[src/rtl/id_ex_stage.sv]
// ID/EX pipeline register with load-use hazard detection, flush handling
// and a saturating count of inserted bubbles.
module id_ex_stage #(
  parameter int DATA_W = 32,
  parameter int REG_AW = 5,
  parameter int CNT_W  = 16
) (
  input  logic              CLK,
  input  logic              RST_N,
  input  logic [9:0]        ID_CTRL,
  input  logic [DATA_W-1:0] ID_PC4,
  input  logic [DATA_W-1:0] ID_RD1,
  input  logic [DATA_W-1:0] ID_RD2,
  input  logic [DATA_W-1:0] ID_IMM,
  input  logic [REG_AW-1:0] ID_RS,
  input  logic [REG_AW-1:0] ID_RT,
  input  logic [REG_AW-1:0] ID_RD,
  input  logic              ID_USES_RT,
  input  logic              FLUSH,
  output logic [9:0]        EX_CTRL,
  output logic [DATA_W-1:0] EX_PC4,
  output logic [DATA_W-1:0] EX_RD1,
  output logic [DATA_W-1:0] EX_RD2,
  output logic [DATA_W-1:0] EX_IMM,
  output logic [REG_AW-1:0] EX_RS,
  output logic [REG_AW-1:0] EX_RT,
  output logic [REG_AW-1:0] EX_RD,
  output logic              EX_VALID,
  output logic              STALL,
  output logic [CNT_W-1:0]  BUBBLE_CNT
);

  localparam int MEM_READ_BIT = 6;

  logic ex_is_load;
  logic rs_match;
  logic rt_match;
  logic insert_bubble;

  // A load in EX whose destination is a live source of the ID instruction
  // must hold ID for one cycle; $zero is never a real dependency.
  assign ex_is_load    = EX_VALID & EX_CTRL[MEM_READ_BIT] & (EX_RT != '0);
  assign rs_match      = (EX_RT == ID_RS);
  assign rt_match      = ID_USES_RT & (EX_RT == ID_RT);
  assign STALL         = ex_is_load & (rs_match | rt_match);
  assign insert_bubble = FLUSH | STALL;

  // Data and index fields simply hold during a bubble; only the cleared
  // control bundle and EX_VALID matter downstream.
  always_ff @(posedge CLK or negedge RST_N) begin
    if (!RST_N) begin
      EX_CTRL    <= '0;
      EX_PC4     <= '0;
      EX_RD1     <= '0;
      EX_RD2     <= '0;
      EX_IMM     <= '0;
      EX_RS      <= '0;
      EX_RT      <= '0;
      EX_RD      <= '0;
      EX_VALID   <= 1'b0;
      BUBBLE_CNT <= '0;
    end else if (insert_bubble) begin
      EX_CTRL  <= '0;
      EX_VALID <= 1'b0;
      if (BUBBLE_CNT != '1) begin
        BUBBLE_CNT <= BUBBLE_CNT + CNT_W'(1);
      end
    end else begin
      EX_CTRL  <= ID_CTRL;
      EX_PC4   <= ID_PC4;
      EX_RD1   <= ID_RD1;
      EX_RD2   <= ID_RD2;
      EX_IMM   <= ID_IMM;
      EX_RS    <= ID_RS;
      EX_RT    <= ID_RT;
      EX_RD    <= ID_RD;
      EX_VALID <= 1'b1;
    end
  end

endmodule

[config.mk]
export PLATFORM = sky130hd
export DESIGN_NAME = id_ex_stage
export DESIGN_NICKNAME = d
export VERILOG_FILES = /design/src/rtl/id_ex_stage.sv
export SDC_FILE = /design/constraint.sdc
export NUM_CORES = 1
export LEC_CHECK = 0
export ABC_CLOCK_PERIOD_IN_PS = 2200
export CAP_MARGIN = 20
export CORE_ASPECT_RATIO = 1.1
export CORE_MARGIN = 2
export CORE_UTILIZATION = 37
export DETAILED_ROUTE_END_ITERATION = 8
export GPL_TIMING_DRIVEN = 0
export PLACE_DENSITY = 0.77
export SLEW_MARGIN = 25
export SYNTH_ARGS = -nofsm -noshare
export SYNTH_HDL_FRONTEND = slang
export SYNTH_SLANG_ARGS = --single-unit
[constraint.sdc]
create_clock -name CLK -period 2.2 [get_ports CLK]
set_input_delay 0.33 -clock CLK [delete_from_list [all_inputs] [get_ports CLK]]
set_output_delay 0.33 -clock CLK [all_outputs]
set_load 0.02 [all_outputs]
==> flow_summary.toml, run 1 <==
[status]
status = "finished with violations"
violations = "setup timing"

[synthesis]
yosysTopAreaCell = "dfrtp_1"
synth.avg_cell_area_um2 = 15.9
synth_fp_nets = 577
yosysUniqueCellTypes = 28
synth_seq_cells = 170
synthTopCellsByArea = "dfrtp_1 (64%), mux2_1 (17%), mux2_2 (7.6%)"
yosys_warnings = 0
ys_seq_area_share_pct = 63.9
synth_area_um2 = 6660
synth_cells = 419
synth_top_area_share_pct = 63.9

[cts]
cts-root-buf = "clkbuf_16"
clockBufferDepth = 2
cts_max_level = 4
cts_tree = "built"
numCtsBuffers = 17
clk_pin_slew_ps = 70
insertion_delay_ps = 420
cts_sinks = 170

[layout]
drive_gt1_share_pct = 26.8
utilization_pct = 65.3
syn_to_final_growth_pct = 73.5
final_nets = 936
layout_commonest_cell = "clkdlybuf4s50_1"
final_cell_mix = "clkdlybuf4s50_1 (325), dfrtp_1 (169), mux2_4 (98), mux2_2 (38), clkbuf_16 (19)"

[grt]
grt_max_degree = 73
grt_use_met2_pct = 34.2
busiest_layer = "met2"
antenna_found_initial = 0
gr-usage-met3_pct = 5.75
grt_pass1_wl_mm = 28.5
grt_pass1_vias = 5226
grt_overflow_total = 0
grtUsageTotal_pct = 19.2
grtUsageMet1_pct = 21.7

[sta]
max_freq_mhz = 447
setup_viol = 43
hold_viol_final = 0
rsz0062_at_grt = "yes"
worst_slew_margin_rel_pct = 57.9
finalMaxSlewViolations = 0
setup_slack_ps = -37.3
tightestPinTransition_ps = 627
setup_tns_ps = -361
min_period_over_period_pct = 102
period_needed_ps = 2240
whs_ps = 345
fin_skew_ps = 13.0

[power_and_ir_drop]
p_clk_share_pct = 31.5
comb_power_share_pct = 27.1
p_per_area_nw_per_um2 = 795
p_leak_nw = 4.99
ir_drop_uv = 505
p_switching_w = 0.00266
switching_share_pct = 29.0
p_seq_share_pct = 41.3
p_int_w = 0.00651

[flow_run]
drv_cap = 0

[die]
rows = 51
start_util_pct = 37.7
dieArea_um2 = 19100
chipHeight_um = 145
coreArea_um2 = 17700
die_w_um = 132
ios = 328

[detailed_routing]
wl_per_cell_um = 19.2
drc = 0
via_count = 4905
drtIter0Drc = 151
vias_per_cell = 4.76
routed_wl_mm = 19.8
ant_nets = 0
first_pass_iters = 4

[min_path]
hold_path.class = "in2async"

[setup_path]
crit_arrival_ps = 2530
start_kind = "flop"
worstSetupEndpointType = "flop"
crit_required_ps = 2490
crit_type = "reg2reg"
cp_max_fo = 10

[placement]
place_congestion = 0.852
portBuffers = 327
hpwl_mm = 14.1
power by group through the flow:
stage | registers, W | clock network [W] | logic, W
final | 0.00379 | 0.00289 | 0.00249
after global routing | 0.00384 | 0.00311 | 0.00264
after CTS | 0.00377 | 0.00297 | 0.00230
after detailed placement | 0.00383 | 0 | 0.00223
after global placement | 0.00381 | 0 | 0.00218
after floorplan | 0.00425 | 0 | 0.000497
layout make-up:
type | count | area (um2)
Tap cell | 238 | 298
Clock inverter | 13 | 135
Clock buffer | 19 | 433
Inverter | 2 | 7.51
Fill cell | 1257 | 6130
Timing Repair Buffer | 340 | 3470
Buffer | 19 | 307
Antenna cell | 1 | 2.50
Sequential cell | 170 | 4260
Multi-Input combinational cell | 228 | 2640
final timing paths:
kind	to	from	slack, ps	cells after the start
max reg2reg	EX_RD2[7]	EX_RT[1]	-40	7
min in group CLK	EX_CTRL[1]	ID_CTRL[1]	470	2
max in group asynchronous	EX_CTRL[4]	RST_N	840	4
max	EX_RD2[7]	EX_RT[1]	-40	7
min	EX_RD2[22]	RST_N	350	2
min reg2reg	EX_RD2[5]	EX_RD2[5]	490	1
flip-flops by register name, summed over array words and instances, names as in the netlist:
name / flops
BUBBLE_CNT: 16
EX_CTRL: 10
EX_IMM: 32
EX_PC4: 32
EX_RD: 5
EX_RD1: 32
EX_RD2: 32
EX_RS: 5
EX_RT: 5
EX_VALID: 1
per-layer routing:
layer	share of wire, %	wire [um]
met2	53	10500
met1	39	7650
met3	6.2	1220
met5	0	0
met4	2.2	429
kinds of logic (layout without fill, tap and decap cells):
group / after synthesis / in the layout / share of synthesized area (%)
DFF: 170 / 170 / 63.9
muxes: 146 / 146 / 24.7
and+or+nand+nor: 51 / 51 / 4.55
xor gates and xnor gates: 21 / 21 / 2.76
buffers and inverters: 21 / 393 / 2.86
AOI/OAI and AO/OA: 9 / 9 / 1.02
adders and majority gates: 1 / 1 / 0.188
other: 0 / 1 / 0
what timing repair did:
action,4_1_cts,5_1_grt
cloned,1,2
endpoints found under the hold margin,30,0
buffers inserted,6,1
hold buffers,1,0
resized for setup,36,110
endpoints found under the setup margin,130,162
pin swaps,5,9
worst max-delay path: stages (launching register included):
cell and delay [ps]:
dfrtp_2 430, or4_4 540, o211ai_2 170, o21ba_1 170, buf_6 160, buf_12 150, buf_12 140, mux2_1 340
metrics by stage:
step | instances | instance area, um2 | setup WS, ps | power, W
4_1_cts | 1026 | 11000 | -23.3 | 0.00904
3_5_place_dp | 986 | 10300 | -440 | 0.00605
5_1_grt | 1029 | 11500 | -147 | 0.00959
3_3_place_gp | 984 | 10200 | -5740 | 0.00598
6_report | 1030 | 11500 | -37.3 | 0.00917
2_1_floorplan | 419 | 6660 | 33.3 | 0.00475
synth_stat cells:
master	n
dfrtp_1	170
mux2_1	101
mux2_2	45
xor2_1	17
buf_6	14
and2_1	10
nand2_1	8
nor3_1	7
nand3_1	6
nor2_1	6
buf_2	5
xnor2_1	4
nand3b_1	3
nand4_1	3
nor4_2	3
o21ai_0	3
inv_1	2
nor4_1	2
a21o_1	1
a21oi_1	1
a32oi_1	1
and4_1	1
ha_1	1
nor4b_2	1
o211ai_2	1
o21ba_1	1
o31a_1	1
or4_1	1
Note: power is estimated with default switching activity, not from simulation.
==> run 2: changes to the inputs <==
--- a/config.mk
+++ b/config.mk
@@ -10,6 +10,7 @@
 export CORE_ASPECT_RATIO = 1.1
 export CORE_MARGIN = 2
 export CORE_UTILIZATION = 37
+export CTS_CLUSTER_DIAMETER = 150
 export DETAILED_ROUTE_END_ITERATION = 8
 export GPL_TIMING_DRIVEN = 0
 export PLACE_DENSITY = 0.77
==> constraint.sdc (replaced) <==
create_clock -name CLK -period 2.2 [get_ports CLK]
set_input_delay 0.44 -clock CLK [delete_from_list [all_inputs] [get_ports CLK]]
set_output_delay 0.44 -clock CLK [all_outputs]
set_load 0.02 [all_outputs]
==> run 2 against run 1 <==
The run still ends with setup timing left. Utilization increased by 0.65 points. Clock power hardly changed. Combinational power grew 2%. Setup slack worse by 29 ps. Clock-buffer cell count is the same. Critical endpoint is now EX_RD1[0]. Largest power group unchanged. Highest routed layer unchanged.
==> flow_summary.toml, run 2 (synthesis results as in run 1) <==
[power_and_ir_drop]
p_leak_nw = 5.08
p_per_area_nw_per_um2 = 792
p_total_w = 0.00923
ir_drop_uv = 522

[detailed_routing]
vias_per_cell = 4.78
first_pass_iters = 4
via_count = 4932
wl_per_cell_um = 19.7
routed_wl_mm = 20.3
drc = 0
ant_nets = 0
drtIter0Drc = 149

[sta]
hold_viol_final = 0
min_period_over_period_pct = 103
setup_tns_ps = -2610
fin_skew_ps = 13.2
period_needed_ps = 2270
worst_slew_margin_rel_pct = 45.7
max_freq_mhz = 441
whs_ps = 425
setup_slack_ps = -66.5
setup_viol = 90
rsz0062_at_grt = "yes"
tightestPinTransition_ps = 807
finalMaxSlewViolations = 0

[setup_path]
start_kind = "flop"
crit_type = "reg2reg"
crit_required_ps = 2500
cp_max_fo = 10
crit_arrival_ps = 2570
worstSetupEndpointType = "flop"

[cts]
cts_sinks = 170
clk_pin_slew_ps = 70
numCtsBuffers = 17
insertion_delay_ps = 420
clockBufferDepth = 2
cts-root-buf = "clkbuf_16"
cts_tree = "built"
cts_max_level = 4

[placement]
place_congestion = 0.852
hpwl_mm = 14.1
portBuffers = 327
place_area_um2 = 10300

[layout]
stdcell_area_um2 = 11700
final_cell_mix = "clkdlybuf4s50_1 (323), dfrtp_1 (168), mux2_4 (109), mux2_2 (37), clkbuf_16 (22)"
drive_gt1_share_pct = 28.5
fillers = 1274
layout_commonest_cell = "clkdlybuf4s50_1"
final_nets = 938
syn_to_final_growth_pct = 75.2

[die]
rows = 51
coreArea_um2 = 17700
start_util_pct = 37.7
chipHeight_um = 145
die_w_um = 132
ios = 328
dieArea_um2 = 19100

[grt]
grt_overflow_total = 0
grt_use_met2_pct = 34.2
grt_pass1_vias = 5219
antenna_found_initial = 0
grtUsageTotal_pct = 19.2
grtUsageMet1_pct = 21.5
grt_pass1_wl_mm = 28.4
gr-usage-met3_pct = 5.61
grt_max_degree = 73
busiest_layer = "met2"

[status]
status = "finished with violations"
violations = "setup timing"

[min_path]
hold_path.class = "in2reg"

[flow_run]
drv_cap = 0
[run 2: final timing paths]
path | slack (ps) | cells after the start | to | startpoint
max | -70 | 7 | EX_RD1[0] | EX_RT[1]
min | 430 | 2 | EX_RT[2] | ID_RT[2]
max reg2reg | -70 | 7 | EX_RD1[0] | EX_RT[1]
min reg2reg | 510 | 1 | EX_RD[2] | EX_RD[2]
max in group asynchronous | 740 | 4 | EX_CTRL[4] | RST_N
min in group asynchronous | 450 | 2 | EX_RD2[15] | RST_N
[run 2: layout make-up]
class	count	area (um2)	share of cell area (%)
multi-input combinational	228	2700	23.2
clock inverter	13	135	1.16
antenna	1	2.50	0.0215
timing repair buffer	342	3520	30.2
sequential	170	4260	36.5
clock buffer	19	433	3.71
buffer	19	307	2.63
tap	238	298	2.55
inverter	2	7.51	0.0644
[run 2: critical path, cell delays in order, from the launching register on]
cell and delay (ps):
dfrtp_2 440, or4_4 540, o211ai_2 170, o21ba_1 170, buf_6 150, clkbuf_16 200
buf_12 160, mux2_4 310
[run 2: power breakdown]
group | internal (W) | total [W] | switching [W]
Clock | 0.00159 | 0.00290 | 0.00131
Combinational | 0.00145 | 0.00254 | 0.00109
Sequential | 0.00350 | 0.00380 | 0.000298
Total | 0.00654 | 0.00923 | 0.00269
[run 2: metrics by stage]
stage / setup slack [ps] / cells / util, %
global route: -200 / 1031 / 66.0
finish: -66.5 / 1032 / 66.0
floorplan: 33.3 / 419 / -
detailed placement: -660 / 986 / 58.2
CTS: -86.8 / 1024 / 62.2
global placement: -5850 / 984 / 57.9
[run 2: timing repair]
item                       4_1_cts  5_1_grt
hold endpoints to repair        30        0
cloned                           0        5
setup endpoints to repair      130      150
gates resized for setup         33      134
hold buffers                     1        0
buffers inserted                 5        2
pin swaps                        4        9
[run 2: per-layer routing]
| metal | share of wire (%) | up-vias |
|---|---|---|
| met4 | 2.3 | 0 |
| met2 | 54 | 209 |
| met3 | 5.7 | 30 |
| li1 | - | 2192 |
| met1 | 38 | 2501 |
| met5 | 0 | - |
